### src/rtl/dcsk_rx_pkg.sv
// Shared types and defaults for the DCSK receive-side deserializer.
package dcsk_rx_pkg;

  // Bit assembler states
  typedef enum logic {
    S_IDLE    = 1'b0,
    S_COLLECT = 1'b1
  } deser_state_t;

  localparam int DESER_WORD_W     = 8;
  localparam int DESER_FIFO_DEPTH = 4;

endpackage

### src/rtl/dcsk_sync_fifo.sv
// Small synchronous FIFO with registered count; storage resets to zero so
// the head word is always X-free. A pop in the same cycle frees room for a push.
module dcsk_sync_fifo #(
  parameter int W     = 8,
  parameter int DEPTH = 4,
  localparam int PW   = $clog2(DEPTH),
  localparam int CW   = $clog2(DEPTH) + 1
) (
  input  logic          clk,
  input  logic          rst,
  input  logic          push,
  input  logic [W-1:0]  wdata,
  input  logic          pop,
  output logic [W-1:0]  rdata,
  output logic          full,
  output logic          empty,
  output logic [CW-1:0] count
);

  logic [DEPTH-1:0][W-1:0] mem;
  logic [PW-1:0]           wptr, rptr;
  logic                    do_pop, do_push;

  assign full    = (count == CW'(DEPTH));
  assign empty   = (count == '0);
  assign do_pop  = pop & ~empty;
  assign do_push = push & (~full | do_pop);
  assign rdata   = mem[rptr];

  // Storage, wrapping pointers and occupancy
  always_ff @(posedge clk or posedge rst) begin
    if (rst) begin
      mem   <= '0;
      wptr  <= '0;
      rptr  <= '0;
      count <= '0;
    end else begin
      if (do_push) begin
        mem[wptr] <= wdata;
        wptr      <= wptr + 1'b1;
      end
      if (do_pop) rptr <= rptr + 1'b1;
      case ({do_push, do_pop})
        2'b10:   count <= count + 1'b1;
        2'b01:   count <= count - 1'b1;
        default: count <= count;
      endcase
    end
  end

endmodule

### src/rtl/dcsk_rx_deserializer.sv
// Packs demodulated bits into WORD_W-bit words and queues them for a
// valid/ready consumer. Define DCSK_RX_DESER_MSB_FIRST_EN to place the first
// received bit in the word MSB instead of the LSB.
module dcsk_rx_deserializer
  import dcsk_rx_pkg::*;
#(
  parameter int WORD_W     = DESER_WORD_W,
  parameter int FIFO_DEPTH = DESER_FIFO_DEPTH,
  localparam int FCW       = $clog2(FIFO_DEPTH) + 1
) (
  input  logic              Clk,
  input  logic              Rst,
  input  logic              Bit_In,
  input  logic              Bit_Valid,
  input  logic              Flush,
  input  logic              Ovf_Clr,
  output logic [WORD_W-1:0] Data_Out,
  output logic              Data_Valid,
  input  logic              Data_Ready,
  output logic [FCW-1:0]    Fifo_Count,
  output logic              Busy,
  output logic              Overflow
);

  localparam int CW = $clog2(WORD_W + 1);

  deser_state_t      state, state_nxt;
  logic [CW-1:0]     cnt, cnt_nxt;
  logic [WORD_W-1:0] sh, sh_nxt, sh_shift;
  logic              done, full, empty, pop, drop;

`ifdef DCSK_RX_DESER_MSB_FIRST_EN
  assign sh_shift = {sh[WORD_W-2:0], Bit_In};
`else
  assign sh_shift = {Bit_In, sh[WORD_W-1:1]};
`endif

  // Assembler state register with shift register and bit count
  always_ff @(posedge Clk or posedge Rst) begin
    if (Rst) begin
      state <= S_IDLE;
      cnt   <= '0;
      sh    <= '0;
    end else begin
      state <= state_nxt;
      cnt   <= cnt_nxt;
      sh    <= sh_nxt;
    end
  end

  // Next-state: Flush beats a simultaneous strobe; last bit completes the word
  always_comb begin
    state_nxt = state;
    cnt_nxt   = cnt;
    sh_nxt    = sh;
    done      = 1'b0;
    if (Flush) begin
      state_nxt = S_IDLE;
      cnt_nxt   = '0;
      sh_nxt    = '0;
    end else if (Bit_Valid) begin
      case (state)
        S_IDLE, S_COLLECT: begin
          if (cnt == CW'(WORD_W - 1)) begin
            done      = 1'b1;
            state_nxt = S_IDLE;
            cnt_nxt   = '0;
            sh_nxt    = '0;
          end else begin
            state_nxt = S_COLLECT;
            cnt_nxt   = cnt + 1'b1;
            sh_nxt    = sh_shift;
          end
        end
        default: state_nxt = S_IDLE;
      endcase
    end
  end

  assign Busy       = (state == S_COLLECT);
  assign Data_Valid = ~empty;
  assign pop        = ~empty & Data_Ready;
  assign drop       = done & full & ~pop;

  // The completed word is the shift register plus the bit arriving this cycle
  dcsk_sync_fifo #(.W(WORD_W), .DEPTH(FIFO_DEPTH)) u_fifo (
    .clk   (Clk),
    .rst   (Rst),
    .push  (done),
    .wdata (sh_shift),
    .pop   (pop),
    .rdata (Data_Out),
    .full  (full),
    .empty (empty),
    .count (Fifo_Count)
  );

  // Sticky overflow; a clear in the same cycle as a drop wins
  always_ff @(posedge Clk or posedge Rst) begin
    if (Rst)          Overflow <= 1'b0;
    else if (Ovf_Clr) Overflow <= 1'b0;
    else if (drop)    Overflow <= 1'b1;
  end

endmodule

### config.mk
export PLATFORM = sky130hd
export DESIGN_NAME = dcsk_rx_deserializer
export DESIGN_NICKNAME = d
export VERILOG_FILES = /design/src/rtl/dcsk_rx_pkg.sv /design/src/rtl/dcsk_sync_fifo.sv /design/src/rtl/dcsk_rx_deserializer.sv
export SDC_FILE = /design/constraint.sdc
export NUM_CORES = 1
export LEC_CHECK = 0
export ABC_CLOCK_PERIOD_IN_PS = 5690
export CORE_ASPECT_RATIO = 0.75
export CORE_UTILIZATION = 40
export CTS_CLUSTER_DIAMETER = 80
export DETAILED_ROUTE_END_ITERATION = 7
export PLACE_DENSITY = 0.66
export SETUP_SLACK_MARGIN = 0.1
export SYNTH_ARGS = -nofsm -noshare
export SYNTH_HDL_FRONTEND = slang
export SYNTH_HIERARCHICAL = 1
export SYNTH_SLANG_ARGS = --single-unit
### constraint.sdc
create_clock -name Clk -period 5.69 [get_ports Clk]
set_input_delay 0.569 -clock Clk [delete_from_list [all_inputs] [get_ports Clk]]
set_output_delay 0.569 -clock Clk [all_outputs]
set_load 0.005 [all_outputs]
# Word level (Yosys, flattened, before mapping)
# Cells that the tools add are included.
# totals
word_cells	57
inputBits	7
regBits	53
output_inout_bits	14
# op_classes
eq_ne	4
bitwise	9
addsub	5
n_reduce_logical	5
muxes	20
magnitude_cmp	3
# op_table
operator	count
$mux W8	5
$bwmux W32	1
$bmux W8 S2	1
$demux W8 S2	1
$mux W4	3
$mux W1	8
$lt A2 B3 Y1 const B	2
$pmux W3 S2	1
$reduce_bool A2 Y1	3
$and A1 B1 Y1	5
$add A2 B1 Y2 const B	2
$add A4 B1 Y4 const B	1
$eq A4 B3 Y1 const B	1
$add A3 B1 Y3 const B	1
$eq A3 B3 Y1 const B	1
$logic_not A3 Y1	1
$not A1 Y1	3
$sub A3 B1 Y3 const B	1
$eq A2 B1 Y1 const B	1
$eq A2 B2 Y1 const B	1
$ge A2 B1 Y1 const B	1
$logic_and A1 B1 Y1	1
$or A1 B1 Y1	1

# Depth between registers and ports, before layout
# depth
word_depth	8
mapped_depth	10
depth_no_buf	9

# Modules after synthesis
# Netlist, hierarchy kept.
# modules_own_cells
module	cells_each	area_each_um2	instances	seq_area_each_um2
dcsk_sync_fifo	126	1906.8	1	975.9
dcsk_rx_deserializer	45	579.3	1	325.3

# Least setup slack after synthesis
# OpenSTA, ideal clock, no wires.
# synth_path
kind	input to register
start	input port Bit_Valid
end	register u_fifo.count[1]
arrival_time_ns	2.354
setup_slack_ns	3.258
setup_time_ns	0.077
required_ns	5.613
n_path_buf	2
path_stages	9
path_cell_list	buf_4 nand2b_4 nor2_1 buf_2 or2_2 fa_1 o21ba_2 o211ai_1 a21oi_1
# synth_between
elab_chain_cells	5
word_cells_on_any_way	7
cone_classes	eq/ne: 2; mux: 3; bitwise: 1; reduce/logical: 1
# synth_rtl
item	line_no	text
start: declaration	dcsk_rx_deserializer.sv:14	input logic Bit_Valid,
$mux W1 (*)	dcsk_rx_deserializer.sv:61	end else if (Bit_Valid) begin
$mux W1 (*)	dcsk_rx_deserializer.sv:57	if (Flush) begin
via done	dcsk_rx_deserializer.sv:30	logic done, full, empty, pop, drop;
$and A1 B1 Y1 (*)	dcsk_sync_fifo.sv:27	assign do_push = push & (~full | do_pop);
$eq A2 B1 Y1 / $eq A2 B2 Y1 (equally long branches)	dcsk_sync_fifo.sv:43	case ({do_push, do_pop})
$pmux W3 S2 / $reduce_bool A2 Y1 (equally long branches)	--	
end signal: assignment	dcsk_sync_fifo.sv:44	2'b10: count <= count + 1'b1;
end signal: assignment	dcsk_sync_fifo.sv:45	2'b01: count <= count - 1'b1;
end signal: assignment	dcsk_sync_fifo.sv:46	default: count <= count;
end: declaration	dcsk_sync_fifo.sv:17	output logic [CW-1:0] count
# The timed path passes the listed nets; every way through them passes the cells marked *.
# A chain may end at the register's enable or synchronous reset.

# Final worst setup path
# layout_path
start	register u_fifo.count[0]
end	register u_fifo.count[1]
# layout_between
elab_chain_cells	8
word_cells_on_any_way	14
cone_classes	add/sub: 2; eq/ne: 3; mux: 1; bitwise: 6; reduce/logical: 2
# layout_rtl
item	line_no	text
$logic_not A3 Y1 (*)	dcsk_sync_fifo.sv:25	assign empty = (count == '0);
via empty	dcsk_rx_deserializer.sv:30	
$not A1 Y1 (*)	dcsk_rx_deserializer.sv:82	assign pop = ~empty & Data_Ready;
$and A1 B1 Y1 (*)	dcsk_rx_deserializer.sv:82	
via pop	dcsk_rx_deserializer.sv:30	
$and A1 B1 Y1 (*)	dcsk_sync_fifo.sv:26	assign do_pop = pop & ~empty;
$or A1 B1 Y1	dcsk_sync_fifo.sv:27	
$and A1 B1 Y1	dcsk_sync_fifo.sv:27	
$eq A2 B1 Y1 / $eq A2 B2 Y1 (equally long branches)	dcsk_sync_fifo.sv:43	
$pmux W3 S2 / $reduce_bool A2 Y1 (equally long branches)	--	
# Marked as above.

==> insert_results.sql <==
INSERT INTO impl_metrics (metric_group, metric, value, unit) VALUES
('cells_and_area', 'most_frequent_cells_in_the_layout', '52 x sky130_fd_sc_hd__dfrtp_1, 32 x sky130_fd_sc_hd__mux2_2, 20 x sky130_fd_sc_hd__clkdlybuf4s50_1', ''),
('power', 'pwr_density_cell', '316', 'nW/µm²'),
('yosys', 'leading_post_synthesis_cells_by_cell_area', 'sky130_fd_sc_hd__dfrtp_1 52%, sky130_fd_sc_hd__mux2_2 14%, sky130_fd_sc_hd__mux4_2 7.2%', ''),
('routing', 'drt_pre_antenna_iters', '4', ''),
('routing', 'drt-met1-wl', '2170', 'µm'),
('flow_run', 'max-cap-violations', '0', ''),
('cells_and_area', 'layout.cell_area.non_filler', '2870', 'µm²'),
('yosys', 'synthFlopType', 'sky130_fd_sc_hd__dfrtp_1', ''),
('routing', 'detail_route.iter0.violations', '53', ''),
('clock_tree', 'cts-root-buf', 'sky130_fd_sc_hd__clkbuf_8', ''),
('yosys', 'synth_area', '2490', 'µm²'),
('clock_tree', 'clkSinkCount', '52', ''),
('yosys', 'synth_area_leader_cell', 'sky130_fd_sc_hd__dfrtp_1', ''),
('cells_and_area', 'num_antenna_cells', '0', ''),
('power', 'p_total', '0.906', 'mW'),
('floorplanning', 'fp.coreArea', '5920', 'µm²'),
('clock_tree', 'clk_pin_slew_worst_paths', '100', 'ps'),
('cells_and_area', 'fin_nets', '207', ''),
('yosys', 'synth_enable_flop_cells', '0', ''),
('grt', 'grt_pass1_vias', '1537', ''),
('sta', 'slew_violations', '0', ''),
('floorplanning', 'ios', '21', ''),
('grt', 'grt_max_degree', '40', ''),
('setup_path', 'crit_path_end_kind', 'register', ''),
('grt', 'global_route.usage.total', '0.163', ''),
('sta', 'fin_ws', '2710', 'ps'),
('clock_tree', 'clkLatencyLatePin', '300', 'ps'),
('yosys', 'synth_cell_types', '40', ''),
('setup_path', 'critical_path.max_fanout', '10', ''),
('setup_path', 'critPathTopFamily', 'simple AND/OR/NAND/NOR gates', ''),
('setup_path', 'path_buf_inv', '1', ''),
('clock_tree', 'clock_path_buffers', '2', ''),
('worst_hold_path', 'timing.hold.worst.class', 'register to register', ''),
('setup_path', 'worst-setup-path-type', 'register to register', ''),
('power', 'vdd.ir_drop.worst', '0.136', 'mV'),
('clock_tree', 'cts_tree', 'yes', ''),
('floorplanning', 'start_util', '0.420', ''),
('clock_tree', 'cts_post_setup_buffers_inserted', '0', ''),
('setup_path', 'category_of_the_worst_setup_path_launch_point', 'register', ''),
('setup_path', 'max_stage_delay', '540', 'ps'),
('routing', 'met3WireLength', '153', 'µm'),
('floorplanning', 'die_extent_in_x', '93.0', 'µm'),
('placed_design', 'gp_routability_congestion', '0.783', ''),
('sta', 'worst-slew-pin-transition', '688', 'ps'),
('yosys', 'async_reset_ff_frac', '1.00', ''),
('routing', 'via_count', '1480', ''),
('placed_design', 'port_buffers', '20', ''),
('yosys', 'synth_cells', '171', ''),
('sta', 'period_share', '0.523', ''),
('cells_and_area', 'post_route_cells_drive_above_1_share', '0.313', ''),
('power', 'power.static_leakage', '1.33', 'nW'),
('sta', 'max_slew_margin', '0.540', ''),
('sta', 'hold_viol_final', '0', ''),
('setup_path', 'critPathRequiredTime', '5920', 'ps'),
('clock_tree', 'cts_made_buffers', '5', ''),
('cells_and_area', 'area_delta_synth_final', '15.5', '%'),
('grt', 'wire_length_of_the_first_global_routing_pass', '7930', 'µm'),
('sta', 'rsz0062_at_grt', 'false', ''),
('routing', 'drt-vias-per-instance', '5.42', ''),
('routing', 'drcViolationCount', '0', ''),
('yosys', 'yosysWarningCount', '6', ''),
('placed_design', 'place_worst_setup_slack', '2520', 'ps'),
('clock_tree', 'postCtsHoldBufs', '0', ''),
('clock_tree', 'post_cts.resized_instances', '0', ''),
('routing', 'wl_met2', '2380', 'µm'),
('yosys', 'postSynthAreaPerCell', '14.5', 'µm²'),
('cells_and_area', 'fill_cells', '519', ''),
('grt', 'grt_antenna_before_repair', '0', ''),
('floorplanning', 'standard_cell_row_count', '24', ''),
('yosys', 'ys_seq_elements', '52', ''),
('status', 'status', 'completed', '');
==> power by group <==
| part | total [mW] | switching (mW) | internal (mW) |
|---|---|---|---|
| clock | 0.257 | 0.125 | 0.133 |
| combinational | 0.194 | 0.0850 | 0.109 |
| sequential | 0.455 | 0.0643 | 0.390 |
| total | 0.906 | 0.274 | 0.632 |
==> flip-flops by register name, indices dropped and copies added, names as in the netlist <==
register	count
Busy	1
Overflow	1
cnt	4
sh	7
u_fifo/count	3
u_fifo/mem	32
u_fifo/rptr	2
u_fifo/wptr	2
==> through the flow <==
stage                      util  hold WS [ps]  std cells
after floorplan               -           446        171
after global placement    0.466           468        265
after global routing      0.485           523        273
after CTS                 0.485           515        273
after detailed placement  0.466           491        265
final                     0.485           510        273
==> kinds of logic after synthesis <==
family	count (synthesis)	synth area share
AOI/OAI and AO/OA	18	0.0589
muxes	43	0.230
DFF	52	0.523
buffers and inverters	15	0.0312
adders and majority gates	6	0.0332
xor gates and xnor gates	7	0.0247
and+or+nand+nor	30	0.0981
==> cell usage after synthesis (2+ instances only) <==
master	count
sky130_fd_sc_hd__mux4_2	8
sky130_fd_sc_hd__nand3_4	4
sky130_fd_sc_hd__nand2_1	3
sky130_fd_sc_hd__inv_1	9
sky130_fd_sc_hd__a211oi_1	2
sky130_fd_sc_hd__o31ai_1	2
sky130_fd_sc_hd__mux2_1	2
sky130_fd_sc_hd__nor2b_1	3
sky130_fd_sc_hd__xor2_1	2
sky130_fd_sc_hd__xnor2_1	5
sky130_fd_sc_hd__nand3_1	3
sky130_fd_sc_hd__a22o_1	7
sky130_fd_sc_hd__buf_2	2
sky130_fd_sc_hd__and3_1	2
sky130_fd_sc_hd__mux2_2	32
sky130_fd_sc_hd__nor2_1	5
sky130_fd_sc_hd__dfrtp_1	52
sky130_fd_sc_hd__buf_6	2
sky130_fd_sc_hd__ha_1	5
==> path summary, 6_finish.rpt <==
path	start	endpoint	slack [ps]	cells past startpoint
hold reg to reg	u_fifo/mem[5]	u_fifo/mem[5]	510	1
max in group asynchronous	Rst	u_fifo/mem[4]	4620	3
setup / recovery	u_fifo/count[0]	u_fifo/count[1]	2710	9
hold / removal	u_fifo/mem[5]	u_fifo/mem[5]	510	1
min in group asynchronous	Rst	sh[4]	650	2
setup reg to reg	u_fifo/count[0]	u_fifo/count[1]	2710	9
==> layout make-up <==
cell class | count | area, µm² | share of cell area
sequential | 52 | 1300 | 0.453
inverter | 9 | 33.8 | 0.0118
multi-input combinational | 104 | 1110 | 0.386
tap | 78 | 97.6 | 0.0340
clock inverter | 3 | 46.3 | 0.0161
clock buffer | 5 | 68.8 | 0.0240
timing repair buffer | 22 | 215 | 0.0750
==> per-layer routing <==
layer | track usage | up-vias
met4 | 0.0530 | 0
met2 | 0.275 | 30
met5 | 0 | -
li1 | - | 662
met3 | 0.0359 | 8
met1 | 0.208 | 780
Power figures use the tool's default switching activity.
